$ cat config.mk
export PLATFORM = sky130hd
export DESIGN_NAME = serial_addsub
export DESIGN_NICKNAME = d
export VERILOG_FILES = /design/src/rtl/serial_addsub.sv
export SDC_FILE = /design/constraint.sdc
export NUM_CORES = 1
export LEC_CHECK = 0
export CORE_MARGIN = 5
export CORE_UTILIZATION = 30
export DETAILED_ROUTE_END_ITERATION = 10
export SETUP_SLACK_MARGIN = 0.3
export SYNTH_ARGS = -nofsm -noshare
export SYNTH_HDL_FRONTEND = slang
export SYNTH_SLANG_ARGS = --single-unit
$ cat constraint.sdc
create_clock -name clk -period 1.3 [get_ports clk]
set_input_delay 0.13 -clock clk [delete_from_list [all_inputs] [get_ports clk]]
set_output_delay 0.13 -clock clk [all_outputs]
set_load 0.03 [all_outputs]
$ cat src/rtl/serial_addsub.sv
// serial_addsub: multi-cycle add/subtract unit built around a DIGIT-bit
// ripple slice. Operands shift right one slice per cycle; the result shifts in
// from the MSB side, and the carry is held in a register between slices.
module serial_addsub #(
  parameter int unsigned WIDTH = 8,
  parameter int unsigned DIGIT = 1
) (
  input  logic             clk,
  input  logic             rst_n,
  input  logic             start,
  input  logic             sub,
  input  logic             cin,
  input  logic [WIDTH-1:0] a,
  input  logic [WIDTH-1:0] b,
  output logic             busy,
  output logic             done,
  output logic [WIDTH-1:0] sum,
  output logic             cout,
  output logic             overflow
);

  localparam int unsigned NumSlices = WIDTH / DIGIT;
  localparam int unsigned CntW      = (NumSlices > 1) ? $clog2(NumSlices) : 1;

  // Reject slice widths that do not tile the operand.
  if ((WIDTH % DIGIT) != 0 || WIDTH < 2 || DIGIT < 1) begin : g_bad_param
    $error("serial_addsub: WIDTH must be >= 2 and a multiple of DIGIT");
  end

  typedef enum logic [1:0] {StIdle, StRun, StDone} state_e;

  state_e state_q, state_d;

  logic [WIDTH-1:0] a_q, a_d;
  logic [WIDTH-1:0] b_q, b_d;
  logic [WIDTH-1:0] acc_q, acc_d;
  logic [WIDTH-1:0] sum_q, sum_d;
  logic [CntW-1:0]  cnt_q, cnt_d;
  logic             carry_q, carry_d;
  logic             cout_q, cout_d;
  logic             ovf_q, ovf_d;

  logic             accept;
  logic             last_slice;
  logic [DIGIT-1:0] slice_sum;
  logic             slice_cout;
  logic             msb_cin;
  logic [WIDTH-1:0] slice_ext;

  // Start is only honoured outside RUN, so DONE supports back-to-back issue.
  assign accept     = start && (state_q != StRun);
  assign last_slice = (cnt_q == CntW'(NumSlices - 1));

  // FSM state register.
  always_ff @(posedge clk) begin
    if (!rst_n) begin
      state_q <= StIdle;
    end else begin
      state_q <= state_d;
    end
  end

  // FSM next-state logic.
  always_comb begin
    state_d = state_q;
    unique case (state_q)
      StIdle:  if (accept) state_d = StRun;
      StRun:   if (last_slice) state_d = StDone;
      StDone:  state_d = accept ? StRun : StIdle;
      default: state_d = StIdle;
    endcase
  end

  // FSM outputs.
  always_comb begin
    busy = (state_q == StRun);
    done = (state_q == StDone);
  end

  // Ripple the low DIGIT bits of A, B and the held carry; the carry entering
  // the top bit of the slice is kept for overflow on the final slice.
  always_comb begin
    logic cv;
    cv        = carry_q;
    msb_cin   = 1'b0;
    slice_sum = '0;
    for (int unsigned i = 0; i < DIGIT; i++) begin
      msb_cin      = cv;
      slice_sum[i] = a_q[i] ^ b_q[i] ^ cv;
      cv           = (a_q[i] & b_q[i]) | (cv & (a_q[i] ^ b_q[i]));
    end
    slice_cout = cv;
  end

  // Datapath next-state: capture on accept, shift one slice per RUN cycle,
  // publish the result only on the last slice.
  always_comb begin
    a_d       = a_q;
    b_d       = b_q;
    acc_d     = acc_q;
    carry_d   = carry_q;
    cnt_d     = cnt_q;
    sum_d     = sum_q;
    cout_d    = cout_q;
    ovf_d     = ovf_q;
    slice_ext = '0;
    slice_ext[DIGIT-1:0] = slice_sum;
    if (state_q == StRun) begin
      a_d     = a_q >> DIGIT;
      b_d     = b_q >> DIGIT;
      acc_d   = (acc_q >> DIGIT) | (slice_ext << (WIDTH - DIGIT));
      carry_d = slice_cout;
      cnt_d   = cnt_q + CntW'(1);
      if (last_slice) begin
        sum_d  = (acc_q >> DIGIT) | (slice_ext << (WIDTH - DIGIT));
        cout_d = slice_cout;
        ovf_d  = msb_cin ^ slice_cout;
      end
    end else if (accept) begin
      a_d     = a;
      b_d     = b ^ {WIDTH{sub}};
      acc_d   = '0;
      carry_d = sub ? 1'b1 : cin;
      cnt_d   = '0;
    end
  end

  // Datapath registers; reset clears everything, including an in-flight op.
  always_ff @(posedge clk) begin
    if (!rst_n) begin
      a_q     <= '0;
      b_q     <= '0;
      acc_q   <= '0;
      carry_q <= 1'b0;
      cnt_q   <= '0;
      sum_q   <= '0;
      cout_q  <= 1'b0;
      ovf_q   <= 1'b0;
    end else begin
      a_q     <= a_d;
      b_q     <= b_d;
      acc_q   <= acc_d;
      carry_q <= carry_d;
      cnt_q   <= cnt_d;
      sum_q   <= sum_d;
      cout_q  <= cout_d;
      ovf_q   <= ovf_d;
    end
  end

  assign sum      = sum_q;
  assign cout     = cout_q;
  assign overflow = ovf_q;

endmodule
==> results of run 1 <==
==> worst paths after layout <==
path	end	depth (start not counted)
min reg2reg	b_q[3]$_SDFFE_PN0P_	2
min	b_q[7]$_SDFFE_PP0P_	3
max	overflow$_SDFFE_PN0P_	5
max reg2reg	overflow$_SDFFE_PN0P_	5
==> metal layers <==
metal / vias up / GRT usage, % / routed length [um]
met4: 0 / 5.16 / 68
met1: 678 / 14.2 / 1860
met5: - / 0 / 0
met3: 7 / 2.84 / 208
met2: 29 / 19.3 / 2070
li1: 783 / - / -
==> placed cells by master (no fill, tap or decap), drive strengths merged <==
| cell | instances |
|---|---|
| and3b | 1 |
| and2 | 2 |
| nor2b | 1 |
| or2 | 8 |
| and3 | 1 |
| o22ai | 1 |
| clkdlybuf4s50 | 19 |
| xor2 | 7 |
| nand2 | 44 |
| clkinv | 2 |
| fa | 1 |
| nand2b | 3 |
| o2111ai | 7 |
| o21a | 1 |
| mux2i | 8 |
| dfxtp | 39 |
| inv | 1 |
| ha | 2 |
| a21boi | 19 |
| xnor2 | 2 |
| clkbuf | 8 |
| o211a | 8 |
| dlygate4sd2 | 1 |
| a211oi | 1 |
| nor2 | 3 |
| nand3b | 1 |
| o311ai | 1 |
| nand3 | 16 |
| buf | 43 |
==> metrics by stage <==
step	setup WS, ns	total power [mW]
detailed placement	-0.128	1.70
global placement	-0.110	1.69
floorplan	0.0640	1.58
global route	-0.0447	2.75
CTS	0.00869	2.58
finish	0.0284	2.61
==> repair_timing <==
item,CTS,global route
resized for setup,80,26
gates cloned,3,0
hold buffers,0,0
buffers inserted,7,9
hold endpoints to repair,0,0
pin swaps,18,10
setup endpoints to repair,50,42
==> sequential cells by signal, indices dropped and copies added (netlist names) <==
signal / cells
a_q: 8
acc_q: 7
cout: 1
sum: 8
overflow: 1
state_q: 2
carry_q: 1
cnt_q: 3
b_q: 8
==> synthesized netlist by cell type <==
cell type / instances / area, sq um
o2111ai_1: 7 / 61.3
ha_1: 2 / 25.0
nand2_1: 44 / 165
buf_8: 1 / 15.0
a21boi_0: 5 / 37.5
a21boi_2: 2 / 22.5
xor2_1: 7 / 61.3
nor2_1: 3 / 11.3
buf_4: 3 / 22.5
inv_2: 1 / 3.75
buf_2: 2 / 10.0
and2_1: 2 / 12.5
clkbuf_1: 4 / 15.0
or2_2: 8 / 50.1
nand3b_1: 1 / 7.51
clkinv_4: 1 / 8.76
fa_1: 1 / 20.0
nand2b_1: 1 / 6.26
nand3_1: 16 / 80.1
mux2i_1: 8 / 80.1
a211oi_2: 1 / 12.5
dfxtp_1: 39 / 781
and3b_1: 1 / 8.76
o211a_1: 8 / 80.1
and3_1: 1 / 6.26
o22ai_1: 1 / 6.26
o311ai_0: 1 / 8.76
nor2b_1: 1 / 6.26
buf_6: 5 / 56.3
o21a_1: 1 / 7.51
a21boi_1: 12 / 90.1
xnor2_1: 2 / 17.5
==> kinds of logic (layout without fill, tap and decap cells) <==
| logic type | Yosys count | in the layout | share of synthesized area (%) |
|---|---|---|---|
| adders and majority gates | 3 | 3 | 2.51 |
| xor gates and xnor gates | 9 | 9 | 4.39 |
| muxes | 8 | 8 | 4.46 |
| AOI/OAI and AO/OA | 38 | 38 | 18.2 |
| and+or+nand+nor | 78 | 80 | 19.7 |
| buffers and inverters | 17 | 74 | 7.31 |
| DFF | 39 | 39 | 43.5 |
==> area by class of cell <==
type | count | share of cell area (%)
Clock buffer | 7 | 2.79
Clock inverter | 1 | 0.183
Inverter | 2 | 0.731
Multi-Input combinational cell | 138 | 39.8
Sequential cell | 39 | 28.9
Tap cell | 75 | 3.43
Timing Repair Buffer | 64 | 24.2
==> power by group <==
| group | switching (mW) | internal, mW | total, mW |
|---|---|---|---|
| Clock | 0.415 | 0.377 | 0.791 |
| Combinational | 0.224 | 0.304 | 0.528 |
| Sequential | 0.0403 | 1.25 | 1.29 |
==> critical path, delay by kind of cell (launching register included) <==
kind | cells | cell delay [ns]
AO/OA/AOI/OAI | 1 | 0.13
adder cells (fa/ha/maj) | 2 | 0.27
flip-flops | 1 | 0.35
AND/OR/NAND/NOR | 2 | 0.42
==> out/results.txt, run 1 <==
final hold slack - 0.424 ns
crit path kind - reg2reg
grt ovf - 0
CP Cell Sequence - ha_4 > ha_4 > and3b_2 > nand2_1 > o211a_1
worst vdd ir - 0.648 mV
Vias - 1497
PwrDens - 955 mW/mm^2
reg2reg start - cnt_q[1]$_SDFFE_PN0P_
Post-Syn Nets - 216
slowest cell delay on critical path - 0.35 ns
Row Count - 28
min Tclk post-route - 1.27 ns
status - finished clean
Worst Skew - 0.00402 ns
Nets - 274
Final Non-Filler Cells - 326
number of max-cap violations - 0
DR WL/cell - 12.9 um
Final Hold Fails - 0
setup TNS - 0 ns
Synth Cell Area - 0.00180 sq mm
DRC - 0
via density per instance - 4.59
cell repeated most along the worst path - ha_4
Fillers - 590
Util after Layout - 46.5%
hold_sp - start
layout cells sized above 1 - 42.2%
Clock Tree Buf Depth - 2
sequential area share after synthesis - 43.5%
setup repair after global routing missed its margin - true
Max Clk Rate - 786 MHz
Design Area, Final - 0.00274 sq mm
clock slew at reported path FFs - 0.07 ns
initial antenna violation count - 0
DPL Wire Length - 2500 um
Clk Latency, worst-skew pair - 0.29 ns
WP data required - 1.49 ns
largest net degree at the start of global routing - 46
DRT iter0 DRCs - 49
vias in the first global route - 1486
die area - 0.00764 sq mm
first-pass GRT wire length - 6920 um
Root Buffer - clkbuf_8
Clock Sinks - 39
Antenna Cells - 0
crit path DAT - 1.46 ns
Reg2Reg Setup Slack - 0.03 ns
Slew Limit Fails - 0
die width - 87.4 um
multi-input logic area - 0.00109 sq mm
CTS buffer count - 5
final wirelength - 4200 um
crit share post-route - 97.8%
register area - 792 sq um
CTS tree - done
Avg Cell Area, Syn - 9.36 sq um
H-tree levels - 2
top fanout value on the critical path - 12
Starting Density - 30.5%
I/O Buffers - 32
Setup crit start kind - register
worst slew pin tran - 0.230 ns
RePlAce Congestion - 0.709
# IOs - 33
Final setup violation count - 0
Leakage - 1.17 nW
worst rel slew slack - 84.4%
Synth Instances - 192
worst setup path start - cnt_q[1]$_SDFFE_PN0P_
Hold Crit Class - in2reg
drt first pass iters - 4
Die Y - 87.4 um
Worst Setup End Kind - register
Ys Warns - 0
Distinct cells, synth - 32
Area Overhead vs Synth - 52.4%
Inst Count DP - 299
ANT nets after route - 0
dpl cell area - 0.00233 sq mm
Total GRT Usage - 11.6%
core footprint - 0.00589 sq mm
Seq cells post-synth - 39
Worst path slowest cell - dfxtp_2
Power figures use the tool's default switching activity.
==> inputs of run 2 (changes only) <==
Settings changed: TNS_END_PERCENT set to 20.
Clock period 1.3 ns to 1.2 ns, I/O delays scaled along.
==> run 2 against run 1 <==
Effect of this change:
- first-iteration DRC count fell by 22%
- combinational power fell by 13%
- wire length fell by 10%
- the run now ends with setup timing left
- maximum frequency fell by 4.1%
- die area did not move
- cell area fell by 6.3%
- critical path type unchanged
- total power rose by 20%
==> out/results.txt, run 2 (synthesis results as in run 1) <==
status - complete, but fails checks
failing checks - setup timing
met1 Use GR - 13.2%
Area Overhead vs Synth - 42.8%
Final Hold Fails - 0
CTS tree - done
worst r2r path cells - 5
Setup crit start kind - register
dpl cell area - 0.00230 sq mm
PwrDens - 1230 mW/mm^2
Sw Share - 22.1%
Clock Sinks - 39
crit share post-route - 111%
H-tree levels - 2
internal power - 2.45 mW
Total GRT Usage - 10.5%
WP data required - 1.38 ns
Comb power frac - 14.5%
final setup slack of the worst path - -0.126 ns
P_sw - 0.696 mW
Final setup violation count - 11
die area - 0.00764 sq mm
final wirelength - 3770 um
Clk pwr share - 41.1%
Final Power - 3.15 mW
clock slew at reported path FFs - 0.08 ns
Slew Limit Fails - 0
die width - 87.4 um
CTS buffer count - 5
Design Area, Final - 0.00256 sq mm
global routing usage on met3 - 2.65%
ANT nets after route - 0
grt ovf - 0
top fanout value on the critical path - 7
Leakage - 1.10 nW
number of max-cap violations - 0
Nets - 260
hold path endpoint - b_q[7]$_SDFFE_PP0P_
DRT iter0 DRCs - 38
min Tclk post-route - 1.33 ns
DPL Wire Length - 2470 um
setup repair after global routing missed its margin - true
hold_sp - start
I/O Buffers - 32
largest net degree at the start of global routing - 46
crit path kind - reg2reg
Clock Tree Buf Depth - 2
worst slew pin tran - 0.279 ns
Row Count - 28
Worst Skew - 0.00787 ns
GR peak layer - met2
worst rel slew slack - 81.2%
Root Buffer - clkbuf_8
DRC - 0
Worst Setup End Kind - register
Flop pwr share - 44.3%
DR WL/cell - 12.1 um
most frequent cells in the layout - nand2_1, dfxtp_1, clkdlybuf4s50_1, nand3_1, buf_4
initial antenna violation count - 0
Clk Latency, worst-skew pair - 0.29 ns
RePlAce Congestion - 0.712
first-pass GRT wire length - 6400 um
drt first pass iters - 4
crit path DAT - 1.51 ns
Vias - 1449
Starting Density - 30.5%
GR Util met2 - 17.1%
reg2reg start - cnt_q[0]$_SDFFE_PN0P_
layout cells sized above 1 - 31.6%
WHS Path Cells - 3
Die Y - 87.4 um
Reg2Reg Setup Slack - -0.13 ns
vias in the first global route - 1411
commonest non-fill, non-tap cell in the layout - nand2_1
worst vdd ir - 0.556 mV
Antenna Cells - 0
Hold Crit Class - in2reg
Max Clk Rate - 754 MHz
# IOs - 33
worst flop-to-flop path endpoint - overflow$_SDFFE_PN0P_
via density per instance - 4.64
core footprint - 0.00589 sq mm
## run 2: cell types whose count changed in the layout (fill, tap and decap cells not counted), sizes merged
| cell | previous run | this run |
|---|---|---|
| buf | 43 | 30 |
| bufbuf | 0 | 1 |
| bufinv | 0 | 2 |
| clkbuf | 8 | 6 |
| clkinv | 2 | 1 |
| dlygate4sd2 | 1 | 2 |
| nand2b | 3 | 1 |
## run 2: metal layers
| layer | part of all wire (%) | routed length (um) |
|---|---|---|
| met5 | 0 | 0 |
| met2 | 45 | 1680 |
| met1 | 49 | 1850 |
| met3 | 5.1 | 192 |
| met4 | 1.3 | 50 |
## run 2: layout make-up
| class | count | area, sq um |
|---|---|---|
| tap | 75 | 93.8 |
| sequential | 39 | 795 |
| multi-input combinational | 136 | 947 |
| clock inverter | 2 | 60.1 |
| inverter | 2 | 20.0 |
| fill | 600 | 3320 |
| timing repair buffer | 52 | 577 |
| clock buffer | 6 | 72.6 |
## run 2: power by group through the flow
stage | sequential, mW | clock (mW) | combinational [mW]
final | 1.40 | 1.30 | 0.458
after global routing | 1.41 | 1.38 | 0.503
after CTS | 1.40 | 1.32 | 0.450
after detailed placement | 1.42 | 0 | 0.407
after global placement | 1.42 | 0 | 0.401
after floorplan | 1.41 | 0 | 0.273
## run 2: worst max-delay path: stages (launching register included)
cell and delay (ns):
dfxtp_2 0.34, ha_4 0.16, ha_4 0.15, and3b_2 0.23
buf_12 0.14, o211a_1 0.19
## run 2: what timing repair did
action / 4_1_cts / 5_1_grt
hold buffers: 0 / 0
setup endpoints to repair: 51 / 49
buffers inserted: 1 / 0
resized for setup: 81 / 15
cloned: 1 / 0
pin swaps: 7 / 22
## run 2: worst max path at each step
stage                          start                    end  slack, ns  cells after the start
2_1_floorplan  cnt_q[0]$_SDFFE_PN0P_  overflow$_SDFFE_PN0P_      -0.04                      5
3_3_place_gp                   start   carry_q$_SDFFE_PN0P_      -0.20                      5
3_5_place_dp                   start   carry_q$_SDFFE_PN0P_      -0.22                      4
4_1_cts        cnt_q[0]$_SDFFE_PN0P_  overflow$_SDFFE_PN0P_      -0.13                      5
5_1_grt        cnt_q[0]$_SDFFE_PN0P_  overflow$_SDFFE_PN0P_      -0.16                      5
6_report       cnt_q[0]$_SDFFE_PN0P_  overflow$_SDFFE_PN0P_      -0.13                      5
## run 2: metrics by stage
| stage | TNS (ns) | util, % | setup slack (ns) | instances | hold WS (ns) |
|---|---|---|---|---|---|
| 6_report | -0.760 | 43.6 | -0.126 | 312 | 0.424 |
| 5_1_grt | -1.67 | 43.6 | -0.162 | 312 | 0.454 |
| 4_1_cts | -0.988 | 42.9 | -0.129 | 312 | 0.418 |
| 3_5_place_dp | -4.30 | 39.1 | -0.225 | 302 | 0.442 |
| 3_3_place_gp | -3.47 | 39.1 | -0.198 | 302 | 0.441 |
| 2_1_floorplan | -0.0361 | - | -0.0361 | 192 | 0.267 |
